==> src/rtl/mem_ctrl_pkg.sv <==
// Shared encodings and constants for the byte-serial memory controller.
// Width codes, FSM state encodings and word/address length constants live here.
package mem_ctrl_pkg;

  localparam int WORD_W     = 32;
  localparam int BYTE_W     = 8;
  localparam int REQ_ADDR_W = 32;

  localparam logic [WORD_W-1:0] ZERO_WORD = '0;

  typedef enum logic [1:0] {
    WIDTH_BYTE     = 2'b00,
    WIDTH_HALF     = 2'b01,
    WIDTH_WORD     = 2'b10,
    WIDTH_WORD_ALT = 2'b11
  } width_t;

  typedef enum logic [2:0] {
    S_IDLE    = 3'd0,
    S_RD      = 3'd1,
    S_RD_LAST = 3'd2,
    S_WR      = 3'd3,
    S_RESP    = 3'd4
  } state_t;

  // Index of the final byte of an access: 0, 1 or 3.
  function automatic logic [1:0] last_byte_idx(input logic [1:0] width);
    case (width)
      WIDTH_BYTE: return 2'd0;
      WIDTH_HALF: return 2'd1;
      default:    return 2'd3;
    endcase
  endfunction

  function automatic logic is_misaligned(input logic [1:0] width, input logic [1:0] lsb);
    case (width)
      WIDTH_BYTE: return 1'b0;
      WIDTH_HALF: return lsb[0];
      default:    return lsb != 2'b00;
    endcase
  endfunction

endpackage

==> src/rtl/mem_ctrl_load_ext.sv <==
// Load-data extension: sign- or zero-extends the assembled byte/half, words pass through.
module load_ext
  import mem_ctrl_pkg::*;
(
  input  logic [WORD_W-1:0] raw,
  input  logic [1:0]        width,
  input  logic              sign,
  output logic [WORD_W-1:0] ext
);

  logic signed [BYTE_W-1:0]   raw_byte;
  logic signed [2*BYTE_W-1:0] raw_half;

  assign raw_byte = raw[BYTE_W-1:0];
  assign raw_half = raw[2*BYTE_W-1:0];

  always_comb begin
    ext = raw;
    case (width)
      WIDTH_BYTE: ext = sign ? WORD_W'(raw_byte) : WORD_W'($unsigned(raw_byte));
      WIDTH_HALF: ext = sign ? WORD_W'(raw_half) : WORD_W'($unsigned(raw_half));
      default:    ext = raw;
    endcase
  end

endmodule

==> src/rtl/mem_ctrl.sv <==
// Byte-serial load/store controller between a MEM stage and an 8-bit synchronous RAM.
// Define MEM_CTRL_MISALIGN_CHK_EN to reject misaligned half/word accesses with resp_err.
module mem_ctrl
  import mem_ctrl_pkg::*;
#(
  parameter int ADDR_W = 32
) (
  input  logic              clk,
  input  logic              rst,
  input  logic              req_valid,
  output logic              req_ready,
  input  logic              req_we,
  input  logic [31:0]       req_addr,
  input  logic [1:0]        req_width,
  input  logic              req_sign,
  input  logic [31:0]       req_wdata,
  output logic              resp_valid,
  output logic [31:0]       resp_rdata,
  output logic              resp_err,
  output logic [ADDR_W-1:0] ram_addr,
  output logic              ram_wr,
  output logic [7:0]        ram_dout,
  input  logic [7:0]        ram_din
);

  state_t            state_q, state_d;
  logic [1:0]        cnt_q;
  logic [1:0]        rcnt_q;
  logic [1:0]        last_q;
  logic [1:0]        width_q;
  logic              sign_q;
  logic              accept;
  logic              misalign;
  logic              sample_en;
  logic [WORD_W-1:0] wdata_q;
  logic [WORD_W-1:0] raw_q;
  logic [WORD_W-1:0] raw_d;
  logic [WORD_W-1:0] ext_data;

  assign accept = req_valid && req_ready;

`ifdef MEM_CTRL_MISALIGN_CHK_EN
  logic err_q;

  assign misalign = is_misaligned(req_width, req_addr[1:0]);

  always_ff @(posedge clk or negedge rst) begin
    if (!rst) begin
      err_q <= 1'b0;
    end else if (accept) begin
      err_q <= misalign;
    end
  end

  assign resp_err = resp_valid & err_q;
`else
  assign misalign = 1'b0;
  assign resp_err = 1'b0;
`endif

  always_ff @(posedge clk or negedge rst) begin
    if (!rst) begin
      state_q <= S_IDLE;
    end else begin
      state_q <= state_d;
    end
  end

  always_comb begin
    state_d    = state_q;
    req_ready  = 1'b0;
    ram_wr     = 1'b0;
    resp_valid = 1'b0;
    case (state_q)
      S_IDLE: begin
        req_ready = 1'b1;
        if (accept) begin
          if (misalign)    state_d = S_RESP;
          else if (req_we) state_d = S_WR;
          else             state_d = S_RD;
        end
      end
      S_RD: begin
        if (cnt_q == last_q) state_d = S_RD_LAST;
      end
      S_RD_LAST: state_d = S_RESP;
      S_WR: begin
        ram_wr = 1'b1;
        if (cnt_q == last_q) state_d = S_RESP;
      end
      S_RESP: begin
        resp_valid = 1'b1;
        state_d    = S_IDLE;
      end
      default: state_d = S_IDLE;
    endcase
  end

  // RAM returns byte k one cycle after its address, so sampling lags issue by one cycle.
  assign sample_en = ((state_q == S_RD) && (cnt_q != 2'd0)) || (state_q == S_RD_LAST);

  always_comb begin
    raw_d = raw_q;
    case (rcnt_q)
      2'd0: raw_d[7:0]   = ram_din;
      2'd1: raw_d[15:8]  = ram_din;
      2'd2: raw_d[23:16] = ram_din;
      default: raw_d[31:24] = ram_din;
    endcase
  end

  load_ext u_load_ext (
    .raw   (raw_d),
    .width (width_q),
    .sign  (sign_q),
    .ext   (ext_data)
  );

  always_ff @(posedge clk or negedge rst) begin
    if (!rst) begin
      cnt_q      <= 2'd0;
      rcnt_q     <= 2'd0;
      resp_rdata <= ZERO_WORD;
      ram_addr   <= '0;
      ram_dout   <= 8'h00;
    end else begin
      case (state_q)
        S_IDLE: begin
          if (accept) begin
            cnt_q  <= 2'd0;
            rcnt_q <= 2'd0;
            if (misalign) begin
              resp_rdata <= ZERO_WORD;
            end else begin
              ram_addr <= req_addr[ADDR_W-1:0];
              if (req_we) ram_dout <= req_wdata[7:0];
            end
          end
        end
        S_RD: begin
          if (cnt_q != last_q) begin
            cnt_q    <= cnt_q + 2'd1;
            ram_addr <= ram_addr + ADDR_W'(1);
          end
          if (cnt_q != 2'd0) rcnt_q <= rcnt_q + 2'd1;
        end
        S_RD_LAST: resp_rdata <= ext_data;
        S_WR: begin
          if (cnt_q != last_q) begin
            cnt_q    <= cnt_q + 2'd1;
            ram_addr <= ram_addr + ADDR_W'(1);
            ram_dout <= wdata_q[15:8];
          end else begin
            resp_rdata <= ZERO_WORD;
          end
        end
        default: ;
      endcase
    end
  end

  // Request fields and byte assembly are data only; they are always reloaded at acceptance.
  always_ff @(posedge clk) begin
    if (accept) begin
      width_q <= req_width;
      sign_q  <= req_sign;
      last_q  <= last_byte_idx(req_width);
      wdata_q <= req_wdata;
      raw_q   <= ZERO_WORD;
    end else begin
      if (sample_en) raw_q <= raw_d;
      if (state_q == S_WR) wdata_q <= wdata_q >> BYTE_W;
    end
  end

endmodule

==> config.mk <==
export PLATFORM = sky130hd
export DESIGN_NAME = mem_ctrl
export DESIGN_NICKNAME = d
export VERILOG_FILES = /design/src/rtl/mem_ctrl_pkg.sv /design/src/rtl/mem_ctrl_load_ext.sv /design/src/rtl/mem_ctrl.sv
export SDC_FILE = /design/constraint.sdc
export NUM_CORES = 1
export LEC_CHECK = 0
export CORE_MARGIN = 4
export CORE_UTILIZATION = 41
export CTS_CLUSTER_SIZE = 20
export DETAILED_ROUTE_END_ITERATION = 10
export GPL_TIMING_DRIVEN = 1
export PLACE_DENSITY_LB_ADDON = 0.3
export SLEW_MARGIN = 30
export SYNTH_ARGS = -nofsm -noshare
export SYNTH_HDL_FRONTEND = slang
export SYNTH_SLANG_ARGS = --single-unit
==> constraint.sdc <==
create_clock -name clk -period 2.3 [get_ports clk]
set_clock_uncertainty 0.2 [all_clocks]
set_input_delay 0.345 -clock clk [delete_from_list [all_inputs] [get_ports clk]]
set_output_delay 0.345 -clock clk [all_outputs]
set_load 0.05 [all_outputs]
* Word-level counts from Yosys, hierarchy flattened *
Cells that the tools add are included.
Widths: inputs -> output; s select.

cells by class
  $lt $le $gt $ge = 0
  multipliers = 0
  divide/modulo/power cells = 0
  shift operators = 0
  mux-type cells = 32
  bitwise operators = 0
  equal/unequal tests = 18
  reductions and logical operators = 20
  add/subtract/negate cells = 3

operators with widths
  cell                   number
  $mux 32                7
  $pmux 32 s2            3
  $mux 8                 7
  $add 32x1->32 const B  1
  $pmux 8 s2             1
  $ne 2x2->1 const B     6
  $pmux 2 s2             3
  $pmux 3 s4             1
  $reduce_bool 2->1      6
  $mux 3                 3
  $reduce_and 3->1       3
  $mux 2                 4
  $eq 2x1->1 const B     3
  $eq 3x2->1 const B     2
  $logic_not 2->1        3
  $add 2x1->2 const B    2
  $ne 2x1->1 const B     2
  $reduce_and 4->1       1
  $eq 3x1->1 const B     1
  $eq 3x3->1 const B     1
  $logic_not 3->1        1
  $mux 1                 3
  $reduce_or 3->1        1
  $eq 2x2->1             1
  other kinds (6)        7

storage, ports and cells
  bits in writable memories = 0
  bits in latches = 0
  memories kept = 0
  bits in registers = 148
  output and inout bits = 76
  memory bits (read-only) = 0
  logic and storage cells = 84
  bits of input ports = 79

* Logic depth before layout (Yosys ltp) *
  depth after elaboration = 5
  mapped depth = 9
  gate-level depth less buffers = 7

* Cells and area by module *
Synthesis repeated with hierarchy kept, for this count alone.

second synthesis, totals
  cells, all modules = 754
  area total of the unflattened synthesis = 7081.8 um2

by module, submodules not included
  module    cells an instance  seq. area each (um2)  area an instance (um2)  times used
  mem_ctrl  688                3488.3                6696.4                  1
  load_ext  66                 0.0                   385.4                   1

* Worst setup path after synthesis *
No wires, ideal clock.

  path type = reg-to-reg
  from = register state_q[2]
  to = register wdata_q[10], enable pin
  setup slack = -0.391 ns
  buffers on the path = 2
  stages on the path, launching flop included = 6
  data required time = 1.719 ns
  arrival time = 2.110 ns
  period minus slack after synthesis = 2.691 ns
  setup time = 0.381 ns
  cells stage by stage = dfrtp_1 -> buf_2 -> nor3_4 -> nand2_1 -> clkbuf_1 -> nand2_1

between the ends
  word-level cells in the longest chain between the ends = 4
  elaborated cells between the ends (all ways) = 5
  classes of those cells = eq/ne (1); mux (1); reduce/logical (3)

ends and longest elaborated chain
  what                         RTL line         RTL
  start, declared              mem_ctrl.sv:26   state_t state_q, state_d;
  start signal, assigned       mem_ctrl.sv:65   state_q <= state_d;
  $logic_not 3->1              mem_ctrl.sv:74   case (state_q)
  $mux 1                       mem_ctrl.sv:74
  named net req_ready          mem_ctrl.sv:11   output logic req_ready,
  $logic_and 1x1->1            mem_ctrl.sv:40   assign accept = req_valid && req_ready;
  $reduce_bool 2->1 (no line)  n/a
  end signal, assigned         mem_ctrl.sv:168  wdata_q <= req_wdata;
  end signal, assigned         mem_ctrl.sv:172  if (state_q == S_WR) wdata_q <= wdata_q >> BYTE_W;
  end, declared                mem_ctrl.sv:35   logic [WORD_W-1:0] wdata_q;

The timed path passes the listed nets, and every way through them passes these cells.
A chain may end at the register's enable or synchronous reset.

* Worst setup path in the final report *
  from = register ram_addr[19]
  to = output ram_addr[19]

RTL lines
  what                    RTL line         RTL
  start, declared         mem_ctrl.sv:20   output logic [ADDR_W-1:0] ram_addr,
  start signal, assigned  mem_ctrl.sv:135  ram_addr <= req_addr[ADDR_W-1:0];
  start signal, assigned  mem_ctrl.sv:143  ram_addr <= ram_addr + ADDR_W'(1);
  start signal, assigned  mem_ctrl.sv:151  ram_addr <= ram_addr + ADDR_W'(1);

No word-level cell between the ends.

==> flow_summary_export.csv <==
group,metric,value,unit
status,status,"completed",
cells_and_area,finalInstanceArea,9510,µm²
global_route,grt_first_pass_wirelength,28900,µm
cells_and_area,diodes,0,
clocking,cts-root-buf,"clkbuf_16",
cells_and_area,nets,967,
critical_path,cp_max_fo,6,
cells_and_area,syn2layout_area_growth,39.4,%
sta,slew_headroom,52.9,%
synth,netlist.top_cell.by_area,"dfrtp_1",
sta,rsz0062_at_grt,"false",
placement,port_buffers,153,
critical_path,worst-path-stages,1,
clocking,clk_pin_slew,60,ps
routing,antenna_left,0,
critical_path,reg2reg_depth,7,
global_route,grt_pass1_vias,5639,
placement,place.gp.congestion,0.820,
global_route,overflow,0,
power,power_density,1650,nW/µm²
synth,synth_area_leaders,"dfrtp_1, edfxtp_1, dfxtp_1, nand2_1, mux2i_1",
worst_hold_path,min_to,"raw_q[3]",
cells_and_area,multiInputGateArea,3070,µm²
synth,synth-seq-area-share,51.1,%
placement,dpl_cell_area,8830,µm²
cells_and_area,layout.area.seq,3490,µm²
clocking,cts_tree,"yes",
global_route,grt_use_total,19.5,%
worst_hold_path,whs_path_depth,2,
synth,synthArstFlopShare,56.4,%
floorplan,row_count,46,
synth,ys.flop_type,"dfrtp_1",
synth,yosys_warnings,0,
floorplan,initial_core_util,42.3,%
sta,period_share,98.9,%
routing,drc,0,
sta,setup_viol,0,
power,intPower,0.00862,W
power,peakVddDrop,0.924,mV
routing,first_iter_violations,343,
critical_path,timing.rr.end,"ram_addr[26]",
critical_path,path_class,"flop to output pin",
synth,synth_top_area_share,29.0,%
critical_path,worstPathArrival,1730,ps
synth,syn_inst,715,
critical_path,critPathCaptureType,"output pin",
placement,dpl.hpwl,12500,µm
power,sw_frac_of_total,44.9,%
synth,syn_area_per_cell,9.54,µm²
clocking,clk_latency,420,ps
worst_hold_path,hp-class,"flop to flop",
sta,max_freq,440,MHz
routing,drt-vias-per-instance,5.32,
power,power_frac_seq,28.9,%
floorplan,io-pin-count,155,
critical_path,path_cells,"clkdlybuf4s50_1",
floorplan,die_h,137,µm
synth,synth_nets,800,
clocking,clock-sinks,140,
sta,slew_viol_final,0,
clocking,cts_buffers,17,
routing,via_count,5911,
power,p_leak,3.96,nW
power,power_frac_clock,17.5,%
job,maxCapViolCount,0,
critical_path,rrSetupSlack,130,ps
synth,synth_edf_count,29,
power,combPwrFrac,53.6,%
clocking,ctsLongestPathBuffers,2,
floorplan,fp.coreArea,16100,µm²
routing,wl_per_cell,15.9,µm
synth,yosys.cell_types.count,58,
cells_and_area,num-fill-cells,1363,
critical_path,slowest_delay,850,ps
routing,wl,17700,µm
power,power.total,0.0156,W
clocking,h-tree-depth,4,
critical_path,rr_startpoint,"ram_addr[0]",
synth,synth-seq-cells,140,
floorplan,fp.dieArea,18800,µm²
sta,worstMarginPinSlew,706,ps
power,p_switching,0.00703,W
floorplan,die-width,137,µm
cells_and_area,drive_gt1_share,12.3,%
worst_hold_path,min_from,"raw_q[3]",
routing,drtPass1Iterations,5,
critical_path,cpMaxStageDelayCell,"clkdlybuf4s50_1",
global_route,grt_max_degree,42,
critical_path,worstPathBufferInverterCount,1,
critical_path,cp.required,1750,ps
sta,period_needed,2270,ps
sta,finalHoldViolCount,0,
synth,netlist_area,6820,µm²
critical_path,path_delay_family,"buffers and inverters",
critical_path,cp-start-kind,"flop",
global_route,antenna_found_initial,0,
-- cells in the mapped netlist (all sizes together) (2+ instances only) --
cell type	number
nand2b	2
a41oi	3
edfxtp	29
dfrtp	79
dfxtp	32
a31oi	7
or3	6
a22o	24
a211oi	15
nand4	16
o22a	7
o22ai	3
o211ai	2
and3	16
mux2i	42
o21ai	44
nand2	124
clkbuf	25
a22oi	5
nor4	4
nand3	42
nor2	49
and2	3
a32oi	3
o21a	2
xor2	3
ha	6
nor3b	2
buf	26
and4	3
a21oi	58
inv	11
nand3b	2
a2bb2oi	3
nor3	6
-- kinds of logic (layout without fill, tap and decap cells) --
group	after synthesis	count (layout)	synth area share [%]
mux	42	42	6.16
simple gates	278	278	18.9
fa+ha+maj	6	6	1.10
buf+inv	62	242	4.26
flops	140	140	51.1
other cells	1	1	0.0550
xor+xnor	4	4	0.514
compound gates	182	182	17.9
-- per-layer routing --
| metal | track usage (%) | share of wire [%] |
|---|---|---|
| met1 | 27.2 | 46 |
| met2 | 29.9 | 46 |
| met3 | 4.23 | 6.3 |
| met4 | 7.04 | 1.7 |
| met5 | 0 | 0 |
-- placed cells by master, fill, tap and decap left out, drive strengths merged, types with 3 or more instances in the layout --
cell / synthesis / routed
nand4: 16 / 16
or3: 6 / 6
and4: 3 / 3
clkbuf: 25 / 19
mux2i: 42 / 42
xor2: 3 / 3
o22ai: 3 / 3
edfxtp: 29 / 29
dfrtp: 79 / 79
a22o: 24 / 24
nand2: 124 / 124
inv: 11 / 14
o22a: 7 / 7
a32oi: 3 / 3
a22oi: 5 / 5
ha: 6 / 6
nor3: 6 / 6
o21ai: 44 / 44
dfxtp: 32 / 32
and3: 16 / 16
nor2: 49 / 49
a31oi: 7 / 7
a2bb2oi: 3 / 3
a21oi: 58 / 58
nand3: 42 / 42
nor4: 4 / 4
a41oi: 3 / 3
dlygate4sd2: 0 / 5
buf: 26 / 48
a211oi: 15 / 15
clkinv: 0 / 6
dlymetal6s2s: 0 / 7
and2: 3 / 3
clkdlybuf4s50: 0 / 137
-- repair_timing --
action,CTS,global route
hold endpoints to repair,40,0
setup endpoints to repair,6,11
hold buffers,1,0
gates resized for setup,8,10
cloned,1,0
buffers inserted,0,1
-- stage by stage --
step	instances	utilization (%)	setup TNS, ps	worst slack [ps]	hold WS, ps
global route	1111	59.0	0	2.74	264
detailed placement	1076	54.8	-4.45	-4.45	166
floorplan	715	-	0	16.9	-151
global placement	1076	54.8	-4800	-324	165
CTS	1110	58.8	0	1.28	252
finish	1111	59.0	0	25.9	251
-- sequential cells by signal, indices dropped and copies added (netlist names) --
signal / flops
ram_addr: 32
raw_q: 32
resp_rdata: 32
wdata_q: 24
ram_dout: 8
state_q: 3
cnt_q: 2
last_q: 2
rcnt_q: 2
width_q: 2
sign_q: 1
-- worst max-delay path by stage --
stage,startpoint,end,slack (ps)
4_1_cts,ram_addr[11],ram_addr[11],1
5_1_grt,ram_addr[28],ram_addr[28],3
6_report,ram_addr[19],ram_addr[19],30
2_1_floorplan,state_q[2],last_q[0],20
3_3_place_gp,ram_din[7],resp_rdata[19],-320
3_5_place_dp,ram_din[7],resp_rdata[19],-4
-- power groups by stage --
stage | Combinational [W] | Sequential, W | Clock [W]
after floorplan | 0.00382 | 0.00629 | 0
after global placement | 0.00820 | 0.00453 | 0
after detailed placement | 0.00831 | 0.00454 | 0
after CTS | 0.00843 | 0.00452 | 0.00279
after global routing | 0.00911 | 0.00467 | 0.00290
final | 0.00838 | 0.00452 | 0.00274
-- cell type report --
cell class / count / area share [%]
well taps: 216 / 2.84
flip-flops and latches: 140 / 36.7
repair buffers: 199 / 21.4
clock inverters: 13 / 1.43
inverters: 11 / 0.434
multi-input cells: 513 / 32.3
clock buffers: 19 / 4.88
(Power assumes the default switching activity.)
